===== src/rtl/alu_pkg.sv =====
// Shared types for the chunk-serial add/subtract unit: FSM state encoding and chunk-count helper.
package alu_pkg;

  typedef enum logic [1:0] {
    IDLE = 2'd0,
    CALC = 2'd1,
    HOLD = 2'd2
  } state_e;

  function automatic int num_chunks(input int data_size, input int chunk_size);
    return data_size / chunk_size;
  endfunction

endpackage


===== src/rtl/cla_1_bit.sv =====
// Single-bit generate/propagate cell used to build the carry-lookahead chunk adder.
module cla_1_bit (
  input  logic a_i,
  input  logic b_i,
  output logic g_o,
  output logic p_o
);

  assign g_o = a_i & b_i;
  assign p_o = a_i ^ b_i;

endmodule


===== src/rtl/cla_chunk.sv =====
// W-bit carry-lookahead adder: every carry is a flat OR of generate terms gated by propagate runs.
module cla_chunk #(
  parameter int W = 4
) (
  input  logic [W-1:0] a_i,
  input  logic [W-1:0] b_i,
  input  logic         cin_i,
  output logic [W-1:0] sum_o,
  output logic         c_msb_o,
  output logic         cout_o
);

  logic [W-1:0] g;
  logic [W-1:0] p;
  logic [W:0]   c;
  logic         run;

  for (genvar i = 0; i < W; i++) begin : g_bit
    cla_1_bit u_bit (
      .a_i(a_i[i]),
      .b_i(b_i[i]),
      .g_o(g[i]),
      .p_o(p[i])
    );
  end

  // c[i+1] = g[i] | p[i]g[i-1] | ... | p[i..0]cin, built from g/p only so no carry ripples
  always_comb begin
    c    = '0;
    run  = 1'b0;
    c[0] = cin_i;
    for (int i = 0; i < W; i++) begin
      c[i+1] = g[i];
      run    = p[i];
      for (int j = i - 1; j >= 0; j--) begin
        c[i+1] = c[i+1] | (run & g[j]);
        run    = run & p[j];
      end
      c[i+1] = c[i+1] | (run & cin_i);
    end
  end

  assign sum_o   = p ^ c[W-1:0];
  assign c_msb_o = c[W-1];
  assign cout_o  = c[W];

endmodule


===== src/rtl/add_sub_seq.sv =====
// Chunk-serial add/subtract: CHUNK_SIZE bits per clock, LSB chunk first, carry held in a register
// between chunks; signed/unsigned flags, optional saturation, valid/ready on both sides.
module add_sub_seq
  import alu_pkg::*;
#(
  parameter int DATA_SIZE  = 16,
  parameter int CHUNK_SIZE = 4,
  parameter int SATURATE   = 0
) (
  input  logic                 clk,
  input  logic                 rst,
  input  logic                 in_valid,
  output logic                 in_ready,
  input  logic [DATA_SIZE-1:0] a1,
  input  logic [DATA_SIZE-1:0] b,
  input  logic                 cin,
  input  logic                 operation,
  input  logic                 signed_op,
  output logic                 out_valid,
  input  logic                 out_ready,
  output logic [DATA_SIZE-1:0] s,
  output logic                 cout,
  output logic                 ovf,
  output logic                 zero,
  output logic                 neg
);

  localparam int NC = num_chunks(DATA_SIZE, CHUNK_SIZE);
  localparam int CW = (NC > 1) ? $clog2(NC) : 1;
  localparam logic [CW-1:0] LAST = CW'(NC - 1);

  if ((DATA_SIZE % CHUNK_SIZE) != 0 || NC < 1) begin : g_bad_params
    $error("add_sub_seq: DATA_SIZE must be a non-zero multiple of CHUNK_SIZE");
  end

  state_e               state_q;
  logic [CW-1:0]        cnt_q;
  logic [DATA_SIZE-1:0] a_q, b_q, res_q, s_q;
  logic                 carry_q, op_q, sgn_q;
  logic                 out_valid_q, cout_q, ovf_q, zero_q, neg_q;

  logic                  accept;
  logic [CHUNK_SIZE-1:0] a_chunk, b_chunk, sum_chunk;
  logic                  c_msb, c_out, ovf_d;
  logic [DATA_SIZE-1:0]  res_d, s_d;

  function automatic logic [DATA_SIZE-1:0] sat_value(input logic sgn, input logic add,
                                                     input logic a_msb);
    if (sgn)
      return a_msb ? {1'b1, {(DATA_SIZE-1){1'b0}}} : {1'b0, {(DATA_SIZE-1){1'b1}}};
    return add ? {DATA_SIZE{1'b1}} : {DATA_SIZE{1'b0}};
  endfunction

  function automatic logic raw_ovf(input logic sgn, input logic add, input logic c_into_msb,
                                   input logic c_out_msb);
    if (sgn)
      return c_into_msb ^ c_out_msb;
    return add ? c_out_msb : ~c_out_msb;
  endfunction

  // HOLD releases in the same cycle the consumer takes the result, so back-to-back ops need no bubble
  assign in_ready = (state_q == IDLE) || ((state_q == HOLD) && out_ready);
  assign accept   = in_valid && in_ready;

  always_comb begin
    a_chunk = a_q[cnt_q*CHUNK_SIZE +: CHUNK_SIZE];
    b_chunk = b_q[cnt_q*CHUNK_SIZE +: CHUNK_SIZE];
    res_d   = res_q;
    res_d[cnt_q*CHUNK_SIZE +: CHUNK_SIZE] = sum_chunk;
    ovf_d   = raw_ovf(sgn_q, op_q, c_msb, c_out);
    s_d     = ((SATURATE != 0) && ovf_d) ? sat_value(sgn_q, op_q, a_q[DATA_SIZE-1]) : res_d;
  end

  cla_chunk #(
    .W(CHUNK_SIZE)
  ) u_chunk (
    .a_i    (a_chunk),
    .b_i    (b_chunk),
    .cin_i  (carry_q),
    .sum_o  (sum_chunk),
    .c_msb_o(c_msb),
    .cout_o (c_out)
  );

  always_ff @(posedge clk) begin
    if (rst) begin
      state_q     <= IDLE;
      cnt_q       <= '0;
      carry_q     <= 1'b0;
      out_valid_q <= 1'b0;
      s_q         <= '0;
      cout_q      <= 1'b0;
      ovf_q       <= 1'b0;
      zero_q      <= 1'b0;
      neg_q       <= 1'b0;
    end else begin
      case (state_q)
        CALC: begin
          res_q   <= res_d;
          carry_q <= c_out;
          if (cnt_q == LAST) begin
            s_q         <= s_d;
            cout_q      <= c_out;
            ovf_q       <= ovf_d;
            zero_q      <= (s_d == '0);
            neg_q       <= s_d[DATA_SIZE-1];
            out_valid_q <= 1'b1;
            state_q     <= HOLD;
          end else begin
            cnt_q <= cnt_q + 1'b1;
          end
        end
        HOLD: begin
          if (out_ready) begin
            out_valid_q <= 1'b0;
            state_q     <= IDLE;
          end
        end
        default: ;
      endcase
      // Subtraction is folded into the operand: a + ~b + cin
      if (accept) begin
        a_q     <= a1;
        b_q     <= operation ? b : ~b;
        carry_q <= cin;
        op_q    <= operation;
        sgn_q   <= signed_op;
        cnt_q   <= '0;
        state_q <= CALC;
      end
    end
  end

  assign out_valid = out_valid_q;
  assign s         = s_q;
  assign cout      = cout_q;
  assign ovf       = ovf_q;
  assign zero      = zero_q;
  assign neg       = neg_q;

endmodule

===== config.mk =====
export PLATFORM = sky130hd
export DESIGN_NAME = add_sub_seq
export DESIGN_NICKNAME = d
export VERILOG_FILES = /design/src/rtl/alu_pkg.sv /design/src/rtl/cla_1_bit.sv /design/src/rtl/cla_chunk.sv /design/src/rtl/add_sub_seq.sv
export SDC_FILE = /design/constraint.sdc
export NUM_CORES = 1
export LEC_CHECK = 0
export CAP_MARGIN = 10
export CORE_ASPECT_RATIO = 1.2
export CORE_MARGIN = 10
export CORE_UTILIZATION = 65
export DETAILED_ROUTE_END_ITERATION = 12
export DONT_BUFFER_PORTS = 1
export GPL_ROUTABILITY_DRIVEN = 0
export PLACE_DENSITY = 0.84
export SLEW_MARGIN = 20
export SYNTH_ARGS = -nofsm -noshare
export SYNTH_HDL_FRONTEND = slang
export SYNTH_SLANG_ARGS = --single-unit

===== constraint.sdc =====
create_clock -name clk -period 8.91 [get_ports clk]
set_input_delay 2.2275 -clock clk [delete_from_list [all_inputs] [get_ports clk]]
set_output_delay 2.2275 -clock clk [all_outputs]
set_load 0.02 [all_outputs]

### After elaboration in Yosys (flattened, before gate mapping)

Index checks and enable logic that the tools add are counted.
Widths: inputs -> output; s select.

* bits in latches: 0
* memories kept: 0
* logic and storage cells: 98
* bits of input ports: 39
* register bits: 76
* RAM bits: 0
* output and inout bits: 22
* bits in read-only memories: 0

* bitwise logic cells: 40
* eq/ne operators: 7
* shift-type cells: 4
* multipliers: 0
* order comparisons: 0
* $add $sub $neg: 2
* muxes and demuxes: 15
* reductions and logical operators: 15
* divide/modulo/power cells: 0

Operators by type and width (count)
* $neg 4->34: 1
* $shift 4x34->16 const A: 1
* $shiftx 4x34->16: 1
* $shiftx 16x5->4: 2
* $and 1x1->1: 20
* $bwmux 16: 1
* $logic_not 16->1: 1
* $mux 16: 1
* $not 16->16: 1
* $or 1x1->1: 10
* $mux 1: 9
* $reduce_and 2->1: 4
* $ne 3x3->1 const B: 2
* $reduce_and 3->1: 2
* $xor 1x1->1: 5
* $eq 2x2->1 const B: 2
* $mux 2: 2
* $ne 2x2->1 const B: 2
* $pmux 2 s2: 1
* $reduce_bool 2->1: 2
* $xor 4x4->4: 1
* $not 1->1: 3
* $reduce_bool 3->1: 1
* $add 2x1->2 const B: 1
* 6 further kinds: 7

### Logic depth before layout (Yosys ltp)

Gate-level depths: netlist of the first run.

* depth after elaboration: 10
* depth in mapped cells: 10
* mapped depth without buffers: 7

### Cells and area by module

A second synthesis of the first run with hierarchy kept.

* cell total of the unflattened synthesis: 280
* area, all modules: 3439.5 um^2

Modules (own cells, without submodules)
* add_sub_seq: area an instance 3303.2 um^2, instances 1, sequential area each 2001.9 um^2, cells an instance 265
* cla_chunk: area an instance 86.3 um^2, instances 1, sequential area each 0.0 um^2, cells an instance 11
* cla_1_bit: area an instance 12.5 um^2, instances 4, sequential area each 0.0 um^2, cells an instance 1

### Worst setup path after synthesis of the first run

No wires, ideal clock.

* path kind: in2out
* start: in out_ready
* end: out in_ready
* cell stages on the path: 2
* arrival: 2.701 ns
* path slack: 3.981 ns
* buffers on the path: 0
* cells stage by stage: inv_1 > a21oi_1

* longest elaborated chain between the ends: 2

RTL lines
* from (decl): line add_sub_seq.sv:20 `input logic out_ready,`
* $logic_and 1x1->1: line add_sub_seq.sv:62 `assign in_ready = (state_q == IDLE) || ((state_q == HOLD) && out_ready);`
* $logic_or 1x1->1: line add_sub_seq.sv:62
* to (decl): line add_sub_seq.sv:13 `output logic in_ready,`

Every way passes these cells.

### Worst setup path in the final report of the first run

Ends and elaborated chain as after synthesis.

==> out/qor.yml, run 1 <==
global_routing:
  grt.total_usage: 0.159
  grt_start_max_net_pins: 35
  grt_pass1_wl_um: 10700
  grt_pass1_vias: 2204
  grt.overflow.total: 0
  antenna_found_initial: 0
cts:
  cts_buffers: 9
  cts_tree: "built"
  clockRootBuffer: "clkbuf_8"
  clk_pin_slew_ps: 70
  cts.path.max_buffers: 2
  post_cts_resized: 0
  cts_setup_buffers: 0
  clock_latency_ps: 350
  cts_sinks: 75
  htreeDepth: 3
  postCtsHoldBufs: 0
finish:
  fin_area_mm2: 0.00369
  drive_above_1_share: 0.110
  nNetsFinal: 337
  layout_commonest_cell: "edfxtp_1"
  diodes: 0
  final_cell_mix: "edfxtp_1 (50), nor2_1 (35), dfxtp_1 (25)"
  final_util: 0.737
  syn_to_final_growth_pct: 7.74
worst_setup_path:
  cp.required_ps: 6680
  worstSetupPathType: "input pin to primary output"
  slowest_stage: "a21oi_1"
  worst-path-stages: 2
  slowest_delay_ps: 510
  rr_worst_depth: 7
  cpLargestDelayFamily: "compound AO/OA/AOI/OAI gates"
  start_kind: "input pin"
  cp_data_arrival_time_ps: 2750
  path_cells: "inv_1 > a21oi_1"
  path_buf_inv: 1
  end_kind: "primary output"
  crit_fanout: 4
floorplan:
  die_h_um: 99.5
  io_pins: 61
  dieArea_mm2: 0.00859
  die_x_um: 86.3
  row_count: 28
  start_util: 0.684
  core_area_mm2: 0.00501
logic_synthesis:
  async_flop_share: 0
  seq_area_frac_synth: 0.584
  post_synth.cell_area_avg_um2: 11.9
  yosys_register_bits: 75
  synth_fp_nets: 339
  synth_cells: 288
  synth_flop_cell: "edfxtp_1"
  synth_area_mm2: 0.00343
  ys_types: 43
  ys_warn_count: 0
  synth_edf_count: 50
timing:
  slew_viol_final: 0
  period_minus_slack_ps: 4980
  skew_ps: 10.1
  hold_violations: 0
  fmax_ghz: 0.201
  relSlewSlack: 0.329
  finalSetupViolCount: 0
  worst_slew_pin_slew_ps: 1010
  final.period_utilization: 0.559
  rsz0062_at_grt: "false"
  tns_ps: 0
drt:
  drc: 0
  drt_iter0_drc: 128
  vias_per_cell: 5.87
  wl_per_cell_um: 18.5
  routed_wl_um: 6500
  vias: 2059
  dr.pass1.iters: 4
  antenna_left: 0
run_status:
  status: "finished clean"
worst_hold_path:
  hold_class: "register to register"
  hold_depth: 2
placed_design:
  placed_area_mm2: 0.00346
  port_buffers: 0
  dp.final_hpwl_um: 4740
power:
  power_leakage_nw: 1.29
  power_density_mw_per_mm2: 208
  irDropWorstVdd_uv: 123
run:
  drv_cap: 0
-- flip-flops by register name (all words and copies together) (netlist names) --
register and count:
ovf 1, out_valid 1, a_q 16, cout 1, res_q 16, sgn_q 1, carry_q 1, zero 1
state_q 2, cnt_q 2, op_q 1, s 16, b_q 16
-- power breakdown --
group / internal (mW) / total (mW) / switching (mW)
Combinational: 0.0344 / 0.0809 / 0.0465
Sequential: 0.388 / 0.395 / 0.00777
Clock: 0.168 / 0.290 / 0.122
Total: 0.590 / 0.766 / 0.177
-- per-layer routing --
layer	global-route usage	wire length, um
met1	0.163	2430
met2	0.277	3470
met4	0.0737	154
met3	0.0637	446
met5	0	0
-- stage by stage --
step	setup slack [ps]	std cells	hold slack (ps)	total power, mW
5_1_grt	3870	351	576	0.794
3_5_place_dp	3910	335	507	0.484
4_1_cts	3910	351	521	0.770
2_1_floorplan	3980	288	480	0.467
6_report	3930	351	517	0.766
3_3_place_gp	3930	335	505	0.479
-- cells by family (layout without fill, tap and decap cells) --
family,after synthesis,after routing,synth area share
flip-flops,75,75,0.584
multiplexers,10,10,0.0584
AO/OA/AOI/OAI,49,49,0.0938
AND/OR/NAND/NOR,87,87,0.125
adder cells (fa/ha/maj),12,12,0.0460
buffers and inverters,34,37,0.0394
XOR/XNOR,21,21,0.0537
-- worst paths after layout --
kind / end / slack [ps] / from
max: in_ready / 3930 / out_ready
min: state_q[0] / 520 / state_q[0]
max reg2reg: s[3] / 5510 / cnt_q[0]
min reg2reg: state_q[0] / 520 / state_q[0]
-- Yosys cell counts, types with 3 or more instances --
library cell,number,area share
inv_1,19,0.021
ha_1,11,0.040
nand3b_1,3,0.0066
o21ai_0,7,0.010
nor2_1,36,0.039
o22ai_1,11,0.020
dfxtp_1,25,0.15
nor3b_1,3,0.0066
nor2b_1,4,0.0073
a31oi_1,4,0.0073
buf_2,3,0.0044
nor3_1,12,0.018
nand2_1,13,0.014
o21a_1,8,0.018
xnor2_1,19,0.049
and2_1,3,0.0055
mux4_2,8,0.053
clkbuf_1,9,0.0099
a21oi_1,8,0.012
edfxtp_1,50,0.44
-- layout make-up --
type	count	area, um2
inverters	19	71.3
multi-input cells	179	1290
flip-flops and latches	75	2000
clock inverters	1	6.26
well taps	60	75.1
fillers	348	1320
repair buffers	2	15.0
clock buffers	15	230
No activity file was read; power rests on OpenSTA's default activity.
==> run 2, diff against run 1 <==
--- a/config.mk
+++ b/config.mk
@@ -8,11 +8,11 @@
 export CAP_MARGIN = 10
 export CORE_ASPECT_RATIO = 1.2
 export CORE_MARGIN = 10
-export CORE_UTILIZATION = 65
+export CORE_UTILIZATION = 63
 export DETAILED_ROUTE_END_ITERATION = 12
 export DONT_BUFFER_PORTS = 1
 export GPL_ROUTABILITY_DRIVEN = 0
-export PLACE_DENSITY = 0.84
+export PLACE_DENSITY = 0.82
 export SLEW_MARGIN = 20
 export SYNTH_ARGS = -nofsm -noshare
 export SYNTH_HDL_FRONTEND = slang
==> constraint.sdc (replaced) <==
create_clock -name clk -period 4.72 [get_ports clk]
set_input_delay 1.18 -clock clk [delete_from_list [all_inputs] [get_ports clk]]
set_output_delay 1.18 -clock clk [all_outputs]
set_load 0.02 [all_outputs]
==> out/qor.yml, run 2 (same netlist as run 1, synthesis figures left out) <==
cts:
  clock_latency_ps: 350
  clk_pin_slew_ps: 80
  cts_buffers: 9
  htreeDepth: 3
  cts_setup_buffers: 0
  clockRootBuffer: "clkbuf_8"
  cts_sinks: 75
  post_cts_resized: 0
  postCtsHoldBufs: 0
  cts.path.max_buffers: 2
  cts_tree: "built"
finish:
  drive_above_1_share: 0.110
  syn_to_final_growth_pct: 7.23
  fin_area_mm2: 0.00367
  stdcell_count: 353
  layout_commonest_cell: "edfxtp_1"
  final_cell_mix: "edfxtp_1 (50), nor2_1 (35), dfxtp_1 (25)"
  diodes: 0
  nNetsFinal: 337
worst_hold_path:
  hold_class: "register to register"
global_routing:
  grt_pass1_vias: 2208
  antenna_found_initial: 0
  grt_pass1_wl_um: 11200
  grt.total_usage: 0.161
  grt.overflow.total: 0
  grt_start_max_net_pins: 35
run:
  drv_cap: 0
worst_setup_path:
  cp.required_ps: 4970
  crit_fanout: 21
  worstSetupPathType: "register to register"
  cp_data_arrival_time_ps: 3650
  end_kind: "register"
  start_kind: "register"
timing:
  fmax_ghz: 0.294
  finalSetupViolCount: 0
  slew_viol_final: 0
  hold_violations: 0
  period_minus_slack_ps: 3400
  relSlewSlack: 0.362
  skew_ps: 8.46
  tns_ps: 0
  rsz0062_at_grt: "false"
  worst_slew_pin_slew_ps: 956
  final.period_utilization: 0.721
floorplan:
  die_x_um: 87.3
  dieArea_mm2: 0.00880
  start_util: 0.647
  die_h_um: 101
  io_pins: 61
  core_area_mm2: 0.00530
  row_count: 29
run_status:
  status: "finished clean"
placed_design:
  port_buffers: 0
  placed_area_mm2: 0.00346
  dp_cells: 337
  dp.final_hpwl_um: 4860
drt:
  wl_per_cell_um: 18.9
  vias: 2129
  antenna_left: 0
  vias_per_cell: 6.03
  drt_iter0_drc: 214
  routed_wl_um: 6680
  dr.pass1.iters: 5
  drc: 0
power:
  p_int_mw: 1.09
  seqPwrFrac: 0.521
  power.switching_uw: 341
  power_mw: 1.43
  netSwitchingFraction: 0.238
  power_leakage_nw: 1.27
  irDropWorstVdd_uv: 290
  clkPwrFrac: 0.374
  pwr-share-comb: 0.106
  power_density_mw_per_mm2: 390
==> run 2: cell count changes in the layout (fill, tap and decap cells not counted), moves of 2 or more <==
cell        before  now
clkinvlp_4       0    2
bufinv_16        0    2
clkbuf_8        11    9
clkbuf_16        3    0
==> run 2: per-layer routing <==
layer,wire [um],vias to the layer above,GRT usage
li1,-,1029,-
met1,2520,993,0.181
met2,3390,92,0.258
met3,621,15,0.0712
met4,151,0,0.0663
met5,0,-,0
==> run 2: metrics by stage <==
step / util / worst slack (ps) / hold slack [ps]
CTS: 0.694 / 1310 / 515
global route: 0.694 / 1040 / 537
finish: 0.694 / 1320 / 518
detailed placement: 0.653 / 1330 / 502
floorplan: - / 1000 / 480
global placement: 0.653 / 1430 / 502
==> run 2: worst paths after layout <==
kind         slack (ps)  cells past startpoint         end  startpoint
max                1320                      7        s[7]    cnt_q[0]
min                 520                      2  state_q[0]  state_q[0]
max reg2reg        1320                      7        s[7]    cnt_q[0]
min reg2reg         520                      2  state_q[0]  state_q[0]
==> run 2: critical path: stages (launching register included) <==
cell	delay, ps
dfxtp_1	960
mux4_2	660
ha_1	360
a211oi_2	240
o21bai_2	110
xnor2_1	530
o22ai_1	220
o21a_1	230
==> run 2: power by group through the flow <==
stage | Clock [mW] | Combinational [mW] | Sequential (mW)
finish | 0.536 | 0.152 | 0.746
global route | 0.577 | 0.167 | 0.750
CTS | 0.541 | 0.150 | 0.747
detailed placement | 0 | 0.149 | 0.762
global placement | 0 | 0.147 | 0.761
floorplan | 0 | 0.128 | 0.754
==> run 2: layout make-up <==
| cell class | instances | area [um2] |
|---|---|---|
| flip-flops and latches | 75 | 2000 |
| fillers | 379 | 1620 |
| multi-input cells | 179 | 1290 |
| clock buffers | 9 | 124 |
| clock inverters | 7 | 92.6 |
| well taps | 62 | 77.6 |
| inverters | 19 | 71.3 |
| repair buffers | 2 | 15.0 |
